<file path="config.mk">
export PLATFORM = sky130hd
export DESIGN_NAME = rom_load_mem_arbiter
export DESIGN_NICKNAME = d
export VERILOG_FILES = /design/src/rtl/rom_load_mem_arbiter.sv
export SDC_FILE = /design/constraint.sdc
export NUM_CORES = 1
export LEC_CHECK = 0
export CAP_MARGIN = 10
export CORE_MARGIN = 2
export CORE_UTILIZATION = 54
export CTS_CLUSTER_DIAMETER = 120
export DETAILED_ROUTE_END_ITERATION = 12
export PLACE_DENSITY = 0.8
export SYNTH_ARGS = -nofsm -noshare
export SYNTH_HDL_FRONTEND = slang
export SYNTH_SLANG_ARGS = --single-unit
</file>
<file path="constraint.sdc">
create_clock -name clk -period 3.6 [get_ports clk]
set_input_delay 0.72 -clock clk [delete_from_list [all_inputs] [get_ports clk]]
set_output_delay 0.72 -clock clk [all_outputs]
set_load 0.05 [all_outputs]
</file>
<file path="src/rtl/rom_load_mem_arbiter.sv">
// rom_load_mem_arbiter: shares the single cartridge-memory port between the
// ROM/BIOS loader byte stream (buffered in a small FIFO) and the save-RAM backup
// engine (req/ack handshake). The memory controller acknowledges each request
// after a variable number of cycles.
// Ports:
//   clk, reset                          clock, synchronous active-high reset
//   ld_we, ld_addr, ld_data             loader byte stream, no backpressure
//   sv_req, sv_we, sv_addr, sv_wdata    save request, held until sv_ack
//   sv_ack, sv_rdata                    save completion pulse, read data (held)
//   mem_req, mem_we, mem_addr,
//   mem_wdata, mem_ack, mem_rdata       memory controller port
//   busy, overflow, fifo_level          status
module rom_load_mem_arbiter #(
  parameter int unsigned ADDR_W     = 22,
  parameter int unsigned FIFO_DEPTH = 4,
  parameter int unsigned STARVE_MAX = 8
) (
  input  logic                          clk,
  input  logic                          reset,
  input  logic                          ld_we,
  input  logic [ADDR_W-1:0]             ld_addr,
  input  logic [7:0]                    ld_data,
  input  logic                          sv_req,
  input  logic                          sv_we,
  input  logic [ADDR_W-1:0]             sv_addr,
  input  logic [7:0]                    sv_wdata,
  output logic                          sv_ack,
  output logic [7:0]                    sv_rdata,
  output logic                          mem_req,
  output logic                          mem_we,
  output logic [ADDR_W-1:0]             mem_addr,
  output logic [7:0]                    mem_wdata,
  input  logic                          mem_ack,
  input  logic [7:0]                    mem_rdata,
  output logic                          busy,
  output logic                          overflow,
  output logic [$clog2(FIFO_DEPTH):0]   fifo_level
);

  localparam int unsigned PTR_W  = $clog2(FIFO_DEPTH);
  localparam int unsigned LVL_W  = PTR_W + 1;
  localparam int unsigned STRK_W = $clog2(STARVE_MAX + 1);

  typedef enum logic [1:0] {IDLE, LD_XFER, SV_XFER} state_t;

  state_t              state_q, state_d;
  logic [ADDR_W-1:0]   fifo_addr_q [FIFO_DEPTH];
  logic [ADDR_W-1:0]   fifo_addr_d [FIFO_DEPTH];
  logic [7:0]          fifo_data_q [FIFO_DEPTH];
  logic [7:0]          fifo_data_d [FIFO_DEPTH];
  logic [PTR_W-1:0]    wr_ptr_q, wr_ptr_d;
  logic [PTR_W-1:0]    rd_ptr_q, rd_ptr_d;
  logic [LVL_W-1:0]    level_q, level_d;
  logic [STRK_W-1:0]   streak_q, streak_d;
  logic                mem_req_q, mem_req_d;
  logic                mem_we_q, mem_we_d;
  logic [ADDR_W-1:0]   mem_addr_q, mem_addr_d;
  logic [7:0]          mem_wdata_q, mem_wdata_d;
  logic                sv_ack_q, sv_ack_d;
  logic [7:0]          sv_rdata_q, sv_rdata_d;
  logic                overflow_q, overflow_d;
  logic                busy_q, busy_d;

  logic                save_pending;
  logic                fifo_empty;
  logic                fifo_full;
  logic                save_grant;
  logic                ld_grant;
  logic                pop;
  logic                push;

  // State and datapath registers
  always_ff @(posedge clk) begin
    if (reset) begin
      state_q     <= IDLE;
      fifo_addr_q <= '{default: '0};
      fifo_data_q <= '{default: '0};
      wr_ptr_q    <= '0;
      rd_ptr_q    <= '0;
      level_q     <= '0;
      streak_q    <= '0;
      mem_req_q   <= 1'b0;
      mem_we_q    <= 1'b0;
      mem_addr_q  <= '0;
      mem_wdata_q <= '0;
      sv_ack_q    <= 1'b0;
      sv_rdata_q  <= '0;
      overflow_q  <= 1'b0;
      busy_q      <= 1'b0;
    end else begin
      state_q     <= state_d;
      fifo_addr_q <= fifo_addr_d;
      fifo_data_q <= fifo_data_d;
      wr_ptr_q    <= wr_ptr_d;
      rd_ptr_q    <= rd_ptr_d;
      level_q     <= level_d;
      streak_q    <= streak_d;
      mem_req_q   <= mem_req_d;
      mem_we_q    <= mem_we_d;
      mem_addr_q  <= mem_addr_d;
      mem_wdata_q <= mem_wdata_d;
      sv_ack_q    <= sv_ack_d;
      sv_rdata_q  <= sv_rdata_d;
      overflow_q  <= overflow_d;
      busy_q      <= busy_d;
    end
  end

  // Arbitration, transfer sequencing, streak tracking and FIFO bookkeeping
  always_comb begin
    state_d     = state_q;
    fifo_addr_d = fifo_addr_q;
    fifo_data_d = fifo_data_q;
    wr_ptr_d    = wr_ptr_q;
    rd_ptr_d    = rd_ptr_q;
    streak_d    = streak_q;
    mem_req_d   = mem_req_q;
    mem_we_d    = mem_we_q;
    mem_addr_d  = mem_addr_q;
    mem_wdata_d = mem_wdata_q;
    sv_ack_d    = 1'b0;
    sv_rdata_d  = sv_rdata_q;
    overflow_d  = overflow_q;
    save_grant  = 1'b0;
    ld_grant    = 1'b0;
    pop         = 1'b0;

    // The sv_ack cycle still shows the old request level, so it is masked.
    save_pending = sv_req && !sv_ack_q;
    fifo_empty   = (level_q == '0);
    fifo_full    = (level_q == LVL_W'(FIFO_DEPTH));

    case (state_q)
      IDLE: begin
        if (save_pending && (fifo_empty || streak_q == STRK_W'(STARVE_MAX))) begin
          save_grant  = 1'b1;
          mem_req_d   = 1'b1;
          mem_we_d    = sv_we;
          mem_addr_d  = sv_addr;
          mem_wdata_d = sv_wdata;
          state_d     = SV_XFER;
        end else if (!fifo_empty) begin
          ld_grant    = 1'b1;
          pop         = 1'b1;
          mem_req_d   = 1'b1;
          mem_we_d    = 1'b1;
          mem_addr_d  = fifo_addr_q[rd_ptr_q];
          mem_wdata_d = fifo_data_q[rd_ptr_q];
          state_d     = LD_XFER;
        end
      end
      LD_XFER, SV_XFER: begin
        if (mem_ack) begin
          mem_req_d = 1'b0;
          state_d   = IDLE;
          if (state_q == SV_XFER) begin
            sv_ack_d   = 1'b1;
            sv_rdata_d = mem_rdata;
          end
        end
      end
      default: state_d = IDLE;
    endcase

    // Count loader grants that overtake a waiting save request
    if (!sv_req || save_grant) begin
      streak_d = '0;
    end else if (ld_grant && save_pending && streak_q != STRK_W'(STARVE_MAX)) begin
      streak_d = streak_q + STRK_W'(1);
    end

    // A pop in the same cycle frees the slot a full-FIFO push needs
    push = ld_we && (!fifo_full || pop);
    if (ld_we && !push) begin
      overflow_d = 1'b1;
    end
    if (push) begin
      fifo_addr_d[wr_ptr_q] = ld_addr;
      fifo_data_d[wr_ptr_q] = ld_data;
      wr_ptr_d              = wr_ptr_q + PTR_W'(1);
    end
    if (pop) begin
      rd_ptr_d = rd_ptr_q + PTR_W'(1);
    end
    level_d = level_q + LVL_W'(push) - LVL_W'(pop);
    busy_d  = (level_d != '0) || (state_d != IDLE);
  end

  assign sv_ack     = sv_ack_q;
  assign sv_rdata   = sv_rdata_q;
  assign mem_req    = mem_req_q;
  assign mem_we     = mem_we_q;
  assign mem_addr   = mem_addr_q;
  assign mem_wdata  = mem_wdata_q;
  assign busy       = busy_q;
  assign overflow   = overflow_q;
  assign fifo_level = level_q;

endmodule

</file>
Word-level counts from Yosys, hierarchy flattened

Index checks and enable logic that the tools add are counted.

Magnitude comparators: 3
Equal/unequal tests: 8
Bitwise operators: 4
Mux-type cells: 31
Reductions and logical operators: 26
Add/sub/neg operators: 5

Operator list:

| operator                                     | count |
|---|---|
| two-way mux 22 bit                           | 5 |
| bitwise mux 88 bit                           | 1 |
| binary-select mux 22 bit (select 2 bit)      | 1 |
| demux 22 bit (select 2 bit)                  | 1 |
| two-way mux 8 bit                            | 5 |
| bitwise mux 32 bit                           | 1 |
| binary-select mux 8 bit (select 2 bit)       | 1 |
| demux 8 bit (select 2 bit)                   | 1 |
| two-way mux 1 bit                            | 10 |
| logical AND 1 bit                            | 7 |
| >= comparator 3 bit (second input constant)  | 2 |
| two-way mux 2 bit                            | 3 |
| inverter 2 -> 3 bit                          | 2 |
| AND reduction 3 bit                          | 2 |
| adder 2 x 1 -> 2 bit (second input constant) | 2 |
| adder 4 x 1 -> 4 bit (second input constant) | 1 |
| equality test 4 bit (second input constant)  | 1 |
| logical NOT 1 bit                            | 4 |
| logical OR 1 bit                             | 4 |
| != test 4 bit (second input constant)        | 1 |
| case mux 2 bit (2 select lines)              | 1 |
| nonzero test 2 bit                           | 2 |
| OR reduction 2 bit                           | 2 |
| adder 3 x 1 -> 3 bit                         | 1 |
| 15 further kinds                             | 16 |

Output and inout port bits: 46
Flip-flop bits (word level): 176
Bits of input ports: 74
Word-level logic and storage cells: 98

Logic depth before layout (Yosys ltp)

Word-level depth: 11
Gate-level depth with buffers: 14

Worst setup path before layout

Ideal clock, no wire load.

Kind: input-to-reg
Start point: in sv_req
End point: reg busy_q (netlist: busy)
Arrival: 2.996 ns
Setup time: 0.127 ns
Cell stages on the path: 12
Path buffers: 1
Slack: 0.477 ns
Cells stage by stage: nor4bb_1 clkbuf_1 a211oi_2 inv_1 ha_1 inv_1 ha_1 fa_1 xnor2_1 xnor2_1 a21oi_1 or3_1

Cells in the longest elaborated chain, start to end: 10
Elaborated cells between the ends (all ways): 13
Those cells by class: add/sub (2); mux (4); reduce/logical (7)

RTL lines:

| item                      | line | text |
|---|---|---|
| start, declared           | 23   | `input logic sv_req,` |
| logical AND 1 bit *       | 129  | `save_pending = sv_req && !sv_ack_q;` |
| logical AND 1 bit *       | 135  | `if (save_pending && (fifo_empty \|\| streak_q == STRK_W'(STARVE_MAX))) begin` |
| two-way mux 1 bit         | 135  |  |
| two-way mux 1 bit         | 133  | `case (state_q)` |
| logical OR 1 bit          | 173  | `push = ld_we && (!fifo_full \|\| pop);` |
| logical AND 1 bit         | 173  |  |
| adder 3 x 1 -> 3 bit      | 185  | `level_d = level_q + LVL_W'(push) - LVL_W'(pop);` |
| subtractor 3 x 1 -> 3 bit | 185  |  |
| nonzero test 3 bit        | 186  | `busy_d = (level_d != '0) \|\| (state_d != IDLE);` |
| logical OR 1 bit *        | 186  |  |
| end signal, assigned      | 105  | `busy_q <= busy_d;` |
| end, declared             | 62   | `logic busy_q, busy_d;` |

Mark *: on every way between the ends. The rest lies on a longest branch, timed or not.
A chain may end at the register's enable or synchronous reset.

Worst setup path in the final report

Start point: reg streak_q[0]
End point: reg busy_q (netlist: busy)

Cells in the longest elaborated chain, start to end: 11
Elaborated cells between the ends (all ways): 14
Those cells by class: add/sub (2); eq/ne (1); mux (4); reduce/logical (7)

RTL lines:

| item                      | line | text |
|---|---|---|
| start, declared           | 54   | `logic [STRK_W-1:0] streak_q, streak_d;` |
| start signal, assigned    | 97   | `streak_q <= streak_d;` |
| equality test 4 bit *     | 135  |  |
| logical OR 1 bit *        | 135  |  |
| logical AND 1 bit *       | 135  |  |
| two-way mux 1 bit         | 135  |  |
| two-way mux 1 bit         | 133  |  |
| logical OR 1 bit          | 173  |  |
| logical AND 1 bit         | 173  |  |
| adder 3 x 1 -> 3 bit      | 185  |  |
| subtractor 3 x 1 -> 3 bit | 185  |  |
| nonzero test 3 bit        | 186  |  |
| logical OR 1 bit *        | 186  |  |

Marks and branches as above.

==> run_results.csv <==
group,metric,value,unit
detailed_routing,drt-pass1-iter-count,4,
finish,final_cell_mix,"dfxtp_1 (174), mux2i_1 (152), nor2_1 (133)",
sta,maxSlewViolCount,0,
global_route,track_usage,0.244,
synth,yosys.cell_types.count,36,
floorplanning,ios,120,
finish,layout-drive-gt1-share,0.105,
finish,final_common_cell,"dfxtp_1",
finish,antenna_cells,0,
pwr,seq_power_share,0.347,
synth,ys_seq_area_frac,0.467,
synth,netlist_area,7540,sq um
setup_path,r2r_cells,13,
sta,tightest_slew,0.965,ns
global_route,grt_max_degree,63,
global_route,grt_pass1_vias,5778,
setup_path,path_max_fanout,6,
setup_path,crit_type,"reg2reg",
floorplanning,die_height,122,um
sta,setup_viol,0,
pwr,cellPowerDensity,762,nW/um^2
synth,ys.flop_type,"dfxtp_1",
finish,final_cell_area,9530,sq um
clock_network,numCtsBuffers,17,
clock_network,clk_latency,0.42,ns
synth,synth_area_per_cell,10.6,sq um
pwr,power.share.clock,0.280,
sta,post-route-period-util,0.865,
synth,synth-seq-cells,176,
pwr,pwr-share-comb,0.373,
setup_path,worstSetupEndpointType,"register",
setup_path,arrival,3.41,ns
detailed_routing,wl_per_cell,17.4,um
sta,fin_skew,0.00691,ns
pwr,p_switching,2.64,mW
sta,max_freq,321,MHz
sta,rsz0062_at_grt,"false",
floorplanning,dieWidth,122,um
synth,ys.warnings.count,0,
clock_network,cts.sinks,176,
place,gp_congestion,0.831,
detailed_routing,drtAntennaViolNets,0,
sta,post-route-min-period,3.12,ns
floorplanning,rows,43,
synth,postSynthCellCount,715,
place,dpl.hpwl,11400,um
global_route,grt.overflow.total,0,
clock_network,root_buffer,"clkbuf_16",
detailed_routing,viasPerCell,5.53,
synth,async_flop_share,0,
run,max_cap_violations,0,
detailed_routing,dr_total_vias,5573,
detailed_routing,wl,17500,um
setup_path,timing.rr.start,"streak_q[0]",
finish,multi_input_area,3750,sq um
finish,syn2layout_area_growth,26.4,%
place,placed_cell_area,8860,sq um
detailed_routing,drcViolationCount,0,
setup_path,r2r_setup_slack,0.48,ns
global_route,grt_antenna_before_repair,0,
pwr,vdd_drop_max,560,uV
clock_network,clk_path_buf_depth,2,
setup_path,timing.rr.end,"busy",
pwr,p_leak,3.58,nW
outcome,status,"complete, no violations",
setup_path,crit_start,"streak_q[0]",
clock_network,post_cts_buffers,0,
clock_network,cts_tree,"yes",
setup_path,crit_end,"busy",
floorplanning,start_util,0.548,
clock_network,holdBufCountCts,0,
finish,fillers,1018,
finish,fin_cells,1007,
sta,setup_tns,0,ns
synth,synth_enable_flop_cells,0,
setup_path,critical_path_required,3.90,ns
place,placed_cells,975,
pwr,intPower,4.62,mW
setup_path,cp-start-kind,"register",
finish,nets,900,
sta,final_hold_viol_count,0,
floorplanning,die_area,14900,sq um
detailed_routing,drtIter0Drc,379,
global_route,grt_pass1_wl,28400,um
clock_network,clk_pin_slew,0.06,ns
place,port_buffers,119,
clock_network,h-tree-depth,4,
floorplanning,fp.coreArea,13800,sq um
finish,final-seq-area,3530,sq um
hold_path,hp-class,"reg2reg",
pwr,switching_share,0.364,
synth,synth_fp_nets,801,
finish,final_util,0.692,
sta,slew_headroom,0.357,
## synthesized netlist by cell type (2+ instances only)
cell	count	area [sq um]
ha_1	11	138
a21oi_1	46	230
nor2b_1	3	18.8
nor2_1	133	499
nand2_1	17	63.8
xnor2_1	4	35.0
clkbuf_1	32	120
inv_1	14	52.6
o2111ai_1	2	17.5
o21ai_0	33	165
nand3_1	10	50.1
nor4bb_1	2	20.0
a211oi_2	5	62.6
a21o_1	3	22.5
buf_4	13	97.6
dfxtp_1	176	3520
mux4_2	30	676
mux2i_1	152	1520
buf_6	3	33.8
buf_2	4	20.0
xor2_1	3	26.3
buf_1	3	11.3
or3_1	3	18.8
## power groups by stage
stage / Clock [mW] / Combinational [mW] / Sequential (mW)
finish: 2.03 / 2.71 / 2.52
global route: 2.13 / 2.90 / 2.56
CTS: 2.05 / 2.71 / 2.52
detailed placement: 0 / 2.69 / 2.56
global placement: 0 / 2.63 / 2.53
floorplan: 0 / 1.29 / 3.14
## metrics by stage
step	setup WS, ns	total power, mW	hold WS [ns]
final	0.485	7.26	0.463
after global routing	0.259	7.59	0.484
after CTS	0.112	7.28	0.466
after detailed placement	0.0967	5.25	0.457
after global placement	0.188	5.16	0.446
after floorplan	0.477	4.43	0.455
## final cells by class
cell class | instances | area share
repair buffers | 135 | 0.139
clock buffers | 24 | 0.0505
multi-input cells | 470 | 0.393
flip-flops and latches | 176 | 0.370
clock inverters | 8 | 0.0185
well taps | 180 | 0.0236
inverters | 14 | 0.00551
## cell families (layout without fill, tap and decap cells)
| logic type | count (synthesis) | count (layout) | share of synthesized area |
|---|---|---|---|
| AO/OA/AOI/OAI | 93 | 93 | 0.0698 |
| multiplexers | 182 | 182 | 0.291 |
| AND/OR/NAND/NOR | 176 | 176 | 0.0984 |
| flip-flops | 176 | 176 | 0.467 |
| adder cells (fa/ha/maj) | 12 | 12 | 0.0209 |
| buffers and inverters | 69 | 181 | 0.0445 |
| XOR/XNOR | 7 | 7 | 0.00813 |
## per-layer routing
metal / part of all wire / global-route usage
met4: 0.022 / 0.0920
met5: 0 / 0
met3: 0.045 / 0.0534
met1: 0.44 / 0.303
met2: 0.49 / 0.417
## sequential cells by signal, indices dropped and copies added, names as in the netlist, 3 cells and up
name	cells
fifo_data_q	32
mem_wdata	8
sv_rdata	8
streak_q	4
mem_addr	22
fifo_level	3
fifo_addr_q	88
## worst max-delay path, cell delays in order, from the launching register on
cell	delay, ns
dfxtp_1	0.33
inv_1	0.09
ha_1	0.19
nor4bb_4	0.61
a211oi_2	0.17
inv_1	0.09
ha_1	0.11
inv_1	0.03
ha_1	0.19
fa_1	0.40
xnor2_1	0.21
xnor2_1	0.16
a21oi_1	0.08
or3_1	0.33
## worst min-delay path by stage
stage | from | to | slack [ns] | depth (start not counted)
after floorplan | fifo_addr_q[22] | fifo_addr_q[22] | 0.45 | 2
after global placement | sv_rdata[4] | sv_rdata[4] | 0.45 | 2
after detailed placement | sv_rdata[0] | sv_rdata[0] | 0.46 | 2
after CTS | sv_rdata[0] | sv_rdata[0] | 0.47 | 2
after global routing | sv_rdata[2] | sv_rdata[2] | 0.48 | 2
final | overflow | overflow | 0.46 | 2
## what timing repair did
action / in CTS / in global routing
resized for setup: 0 / 1
endpoints found under the hold margin: 0 / 0
setup endpoints to repair: 0 / 1
Note: power is estimated with default switching activity, not from simulation.
